<file path="config.mk">
export PLATFORM = sky130hd
export DESIGN_NAME = sha3_round_sequencer
export DESIGN_NICKNAME = d
export VERILOG_FILES = /design/src/rtl/sha3_round_sequencer.sv
export SDC_FILE = /design/constraint.sdc
export NUM_CORES = 1
export LEC_CHECK = 0
export CAP_MARGIN = 20
export CORE_MARGIN = 4
export CORE_UTILIZATION = 39
export DETAILED_ROUTE_END_ITERATION = 8
export GPL_TIMING_DRIVEN = 1
export PLACE_DENSITY = 0.8
export SETUP_SLACK_MARGIN = 0.4
export SYNTH_ARGS = -nofsm -noshare
export SYNTH_HDL_FRONTEND = slang
export SYNTH_SLANG_ARGS = --single-unit
</file>
<file path="constraint.sdc">
create_clock -name clk -period 1.6 [get_ports clk]
set_clock_uncertainty 0.1 [all_clocks]
set_input_delay 0.48 -clock clk [delete_from_list [all_inputs] [get_ports clk]]
set_output_delay 0.48 -clock clk [all_outputs]
set_load 0.02 [all_outputs]
</file>
<file path="src/rtl/sha3_round_sequencer.sv">
// -----------------------------------------------------------------------------
// sha3_round_sequencer
//
// Control FSM that drives a Keccak-f[1600] step pipeline through ROUNDS rounds
// per permutation. It holds no state datapath: it issues one sample strobe per
// round to the first step stage, waits for the last stage's completion strobe,
// and steers the feedback mux and the iota round-constant index.
//
// Parameters
//   ROUNDS   rounds per permutation (1..31)
//   TIMEOUT  watchdog limit in WAIT cycles (2..255), used only with the
//            SHA3_SEQ_WATCHDOG_EN macro defined
//
// Ports
//   clk           clock
//   rst           synchronous active-high reset
//   in_valid      sponge presents a state on the pipeline input
//   in_ready      sequencer idle, can accept a permutation
//   out_valid     permuted state held stable on the pipeline outputs
//   out_ready     sponge consumes the result
//   round_sample  one-cycle sample strobe to the first step stage
//   round_good    last step stage has registered the round result
//   feed_sel      0: external state into stage 1, 1: feedback from last stage
//   round_idx     current round number (iota constant index)
//   last_round    busy and round_idx == ROUNDS-1
//   busy          any state other than IDLE
//   err           watchdog fired (sticky); constant 0 without the watchdog
//
// Optional feature: define SHA3_SEQ_WATCHDOG_EN to build the WAIT watchdog.
// -----------------------------------------------------------------------------
module sha3_round_sequencer #(
  parameter int ROUNDS  = 24,
  parameter int TIMEOUT = 64
) (
  input  logic       clk,
  input  logic       rst,
  input  logic       in_valid,
  output logic       in_ready,
  output logic       out_valid,
  input  logic       out_ready,
  output logic       round_sample,
  input  logic       round_good,
  output logic       feed_sel,
  output logic [4:0] round_idx,
  output logic       last_round,
  output logic       busy,
  output logic       err
);

  if (ROUNDS < 1 || ROUNDS > 31) begin : g_bad_rounds
    $error("sha3_round_sequencer: ROUNDS out of range 1..31");
  end
  if (TIMEOUT < 2 || TIMEOUT > 255) begin : g_bad_timeout
    $error("sha3_round_sequencer: TIMEOUT out of range 2..255");
  end

  typedef enum logic [1:0] {
    IDLE  = 2'd0,
    ISSUE = 2'd1,
    WAIT  = 2'd2,
    DONE  = 2'd3
  } state_t;

  localparam logic [4:0] LAST_IDX = 5'(ROUNDS - 1);

  state_t     state;
  logic [4:0] idx_q;

`ifdef SHA3_SEQ_WATCHDOG_EN
  localparam logic [7:0] WD_LIMIT = 8'(TIMEOUT - 1);
  logic [7:0] wd_cnt;
  logic       err_q;
`endif

  always_ff @(posedge clk) begin
    if (rst) begin
      state <= IDLE;
      idx_q <= 5'd0;
`ifdef SHA3_SEQ_WATCHDOG_EN
      wd_cnt <= 8'd0;
      err_q  <= 1'b0;
`endif
    end else begin
      unique case (state)
        IDLE: begin
          if (in_valid) begin
            idx_q <= 5'd0;
            state <= ISSUE;
`ifdef SHA3_SEQ_WATCHDOG_EN
            err_q <= 1'b0;
`endif
          end
        end
        ISSUE: begin
          state <= WAIT;
`ifdef SHA3_SEQ_WATCHDOG_EN
          wd_cnt <= 8'd0;
`endif
        end
        WAIT: begin
          // A real completion wins over a watchdog expiry in the same cycle.
          if (round_good) begin
            if (idx_q == LAST_IDX) begin
              state <= DONE;
            end else begin
              idx_q <= idx_q + 5'd1;
              state <= ISSUE;
            end
          end
`ifdef SHA3_SEQ_WATCHDOG_EN
          else if (wd_cnt == WD_LIMIT) begin
            err_q <= 1'b1;
            idx_q <= 5'd0;
            state <= IDLE;
          end else begin
            wd_cnt <= wd_cnt + 8'd1;
          end
`endif
        end
        DONE: begin
          if (out_ready) begin
            idx_q <= 5'd0;
            state <= IDLE;
          end
        end
        default: state <= IDLE;
      endcase
    end
  end

  // Outputs decode from the state register; feed_sel holds through WAIT
  // because round_idx does not change until the round completes.
  assign in_ready     = (state == IDLE);
  assign out_valid    = (state == DONE);
  assign round_sample = (state == ISSUE);
  assign busy         = (state != IDLE);
  assign feed_sel     = ((state == ISSUE) || (state == WAIT)) && (idx_q != 5'd0);
  assign round_idx    = idx_q;
  assign last_round   = busy && (idx_q == LAST_IDX);

`ifdef SHA3_SEQ_WATCHDOG_EN
  assign err = err_q;
`else
  assign err = 1'b0;
`endif

endmodule

</file>
==> results.toml <==
[drt]
vias_per_cell = 5.60
first_iter_violations = 17
vias = 689
dr.pass1.iters = 4
drc = 0
detail-route-antenna-nets = 0
wirelength_um = 2450
avgRoutedWirePerCell_um = 19.9

[yosys]
ys_seq_area_frac = 0.262
synth_flop_cell = "dfxtp_1"
syn-cell-area_um2 = 536
syn_area_per_cell_um2 = 8.50
synth_top_area_share = 0.262
synth_cells = 63
ys_top_cells_by_area = "dfxtp_1, ha_1, inv_1"
synth_edf_count = 0
synth-seq-cells = 7
async_reset_ff_frac = 0
synth_nets = 74
yosysTopAreaCell = "dfxtp_1"
synth.distinct_cells = 32
yosysWarnings = 0

[critical_path]
path_cells = "inv_4, ha_4, inv_2, o41a_1, buf_6"
reg2reg_depth = 8
slowest_delay_ps = 360
r2r_start = "state[0]"
crit_end = "feed_sel"
setup.worst_path.end_class = "output port"
r2r_slack_ps = -140
cp.required_ps = 1020
crit_start = "round_idx[1]"
critPathLaunchType = "flip-flop"
cp.arrival_ps = 1310
critPathSlowestCell = "dfxtp_4"
critPathKind = "flip-flop to output port"
cp_max_fo = 3
r2r_end = "state[1]"

[placed_design]
routabilityCongestion = 0.809
dpl.hpwl_um = 1240
io_buffers = 15

[cts]
cts_tree = "done"
cts_buffers = 3
clk_pin_slew_worst_paths_ps = 60
cts_max_path_buffers = 2
clock_sinks = 7
htreeDepth = 1
insertion_delay_ps = 260
cts-root-buf = "clkbuf_4"

[sta]
hold_ws_ps = 432
max_freq_mhz = 530
rsz0062_at_grt = "true"
fin_ws_ps = -287
final-max-slew-violation-count = 0
fin_crit_ps = 1890
setup_viol = 12
hold_viol_final = 0
finalCritPeriodShare = 1.18

[layout]
diodes = 0
layout-drive-gt1-share = 0.759
most-common-layout-cells = "buf_6, buf_4, ha_4"
final_common_cell = "buf_6"
syn2layout_area_growth_pct = 122
nNetsFinal = 120

[global_route]
track_usage = 0.218
grt_pass1_wl_um = 3180
grt-ovfl-total = 0
antenna_found_initial = 0
grt_pass1_vias = 690
grt_max_degree = 8

[pwr]
ir_worst_vdd_v = 0.000890
p_sw_mw = 0.472
p_leak_nw = 0.485
internal_power_mw = 0.714
p_sw_frac = 0.398
pwr-share-clk = 0.142
p_per_area_nw_per_um2 = 998
pwr-share-seq = 0.173
total_power_mw = 1.19
p_comb_frac = 0.684

[die]
die-width_um = 45.1
die_area_um2 = 2030
coreArea_um2 = 1300
ios = 17
die_h_um = 45.1
num_rows = 13
initial_core_util = 0.412

[worst_hold_path]
hp-class = "flip-flop to flip-flop"

[status]
violations = "negative setup slack"
run_status = "finished with violations"

[job]
cap_violations = 0
==> metal layers <==
| metal | vias to the layer above | wire length, um | track usage |
|---|---|---|---|
| li1 | 316 | - | - |
| met1 | 337 | 995 | 0.265 |
| met2 | 24 | 1240 | 0.364 |
| met3 | 12 | 118 | 0.0797 |
| met4 | 0 | 100 | 0.0468 |
| met5 | - | 0 | 0 |
==> through the flow <==
| step | TNS [ps] | instance area, um2 | cells | setup slack, ps | utilization |
|---|---|---|---|---|---|
| 6_report | -1470 | 1190 | 123 | -287 | 0.913 |
| 5_1_grt | -2020 | 1190 | 123 | -326 | 0.913 |
| 4_1_cts | -907 | 1080 | 118 | -275 | 0.833 |
| 3_5_place_dp | -3490 | 915 | 107 | -476 | 0.703 |
| 3_3_place_gp | -3220 | 915 | 107 | -448 | 0.703 |
| 2_1_floorplan | -4.37 | 641 | 63 | -4.37 | - |
==> critical path, delay by kind of cell (launching register included) <==
family | cells | cell delay (ps)
AO/OA/AOI/OAI | 1 | 320
adder cells (fa/ha/maj) | 1 | 120
buffers and inverters | 3 | 240
flip-flops | 1 | 360
==> cells by family (layout without fill, tap and decap cells) <==
family / after synthesis / in the layout / synth area share
and+or+nand+nor: 26 / 26 / 0.278
AOI/OAI and AO/OA: 14 / 14 / 0.208
buffers and inverters: 8 / 53 / 0.0631
DFF: 7 / 7 / 0.262
adders and majority gates: 6 / 6 / 0.140
other: 1 / 1 / 0.00700
muxes: 1 / 1 / 0.0421
==> Yosys cell counts, types with 2 or more instances <==
| cell type | count |
|---|---|
| dfxtp_1 | 7 |
| inv_1 | 7 |
| ha_1 | 6 |
| nor2_1 | 4 |
| nor3_1 | 4 |
| nand2_1 | 3 |
| and3_1 | 2 |
| nand4_1 | 2 |
| nor2_2 | 2 |
| nor2b_1 | 2 |
| o21ai_0 | 2 |
| o22ai_1 | 2 |
==> state kept, by name, indices dropped and copies added (netlist names) <==
signal / count
round_idx: 5
state: 2
==> what timing repair did <==
action	CTS	global route
pin swaps	4	7
hold buffers	0	0
endpoints found under the setup margin	18	18
resized for setup	82	19
setup buffers	7	5
==> power by group through the flow <==
stage	Combinational [mW]	Clock [mW]	Sequential, mW
final	0.811	0.169	0.205
after global routing	0.851	0.183	0.206
after CTS	0.665	0.169	0.202
after detailed placement	0.534	0	0.204
after global placement	0.513	0	0.204
after floorplan	0.317	0	0.220
==> area by class of cell <==
| class | instances | area, um2 |
|---|---|---|
| tap | 15 | 18.8 |
| multi-input combinational | 48 | 536 |
| clock buffer | 4 | 26.3 |
| sequential | 7 | 159 |
| inverter | 7 | 36.3 |
| timing repair buffer | 42 | 412 |
| fill | 53 | 114 |
==> worst min-delay path by stage <==
stage / end / slack (ps) / from / cells past startpoint
after floorplan: round_idx[1] / 420 / round_idx[1] / 2
after global placement: round_idx[0] / 420 / round_idx[0] / 2
after detailed placement: round_idx[0] / 430 / round_idx[0] / 2
after CTS: round_idx[2] / 430 / round_idx[2] / 1
after global routing: round_idx[2] / 450 / round_idx[2] / 1
final: round_idx[2] / 430 / round_idx[2] / 1
Note: power is estimated with default switching activity, not from simulation.
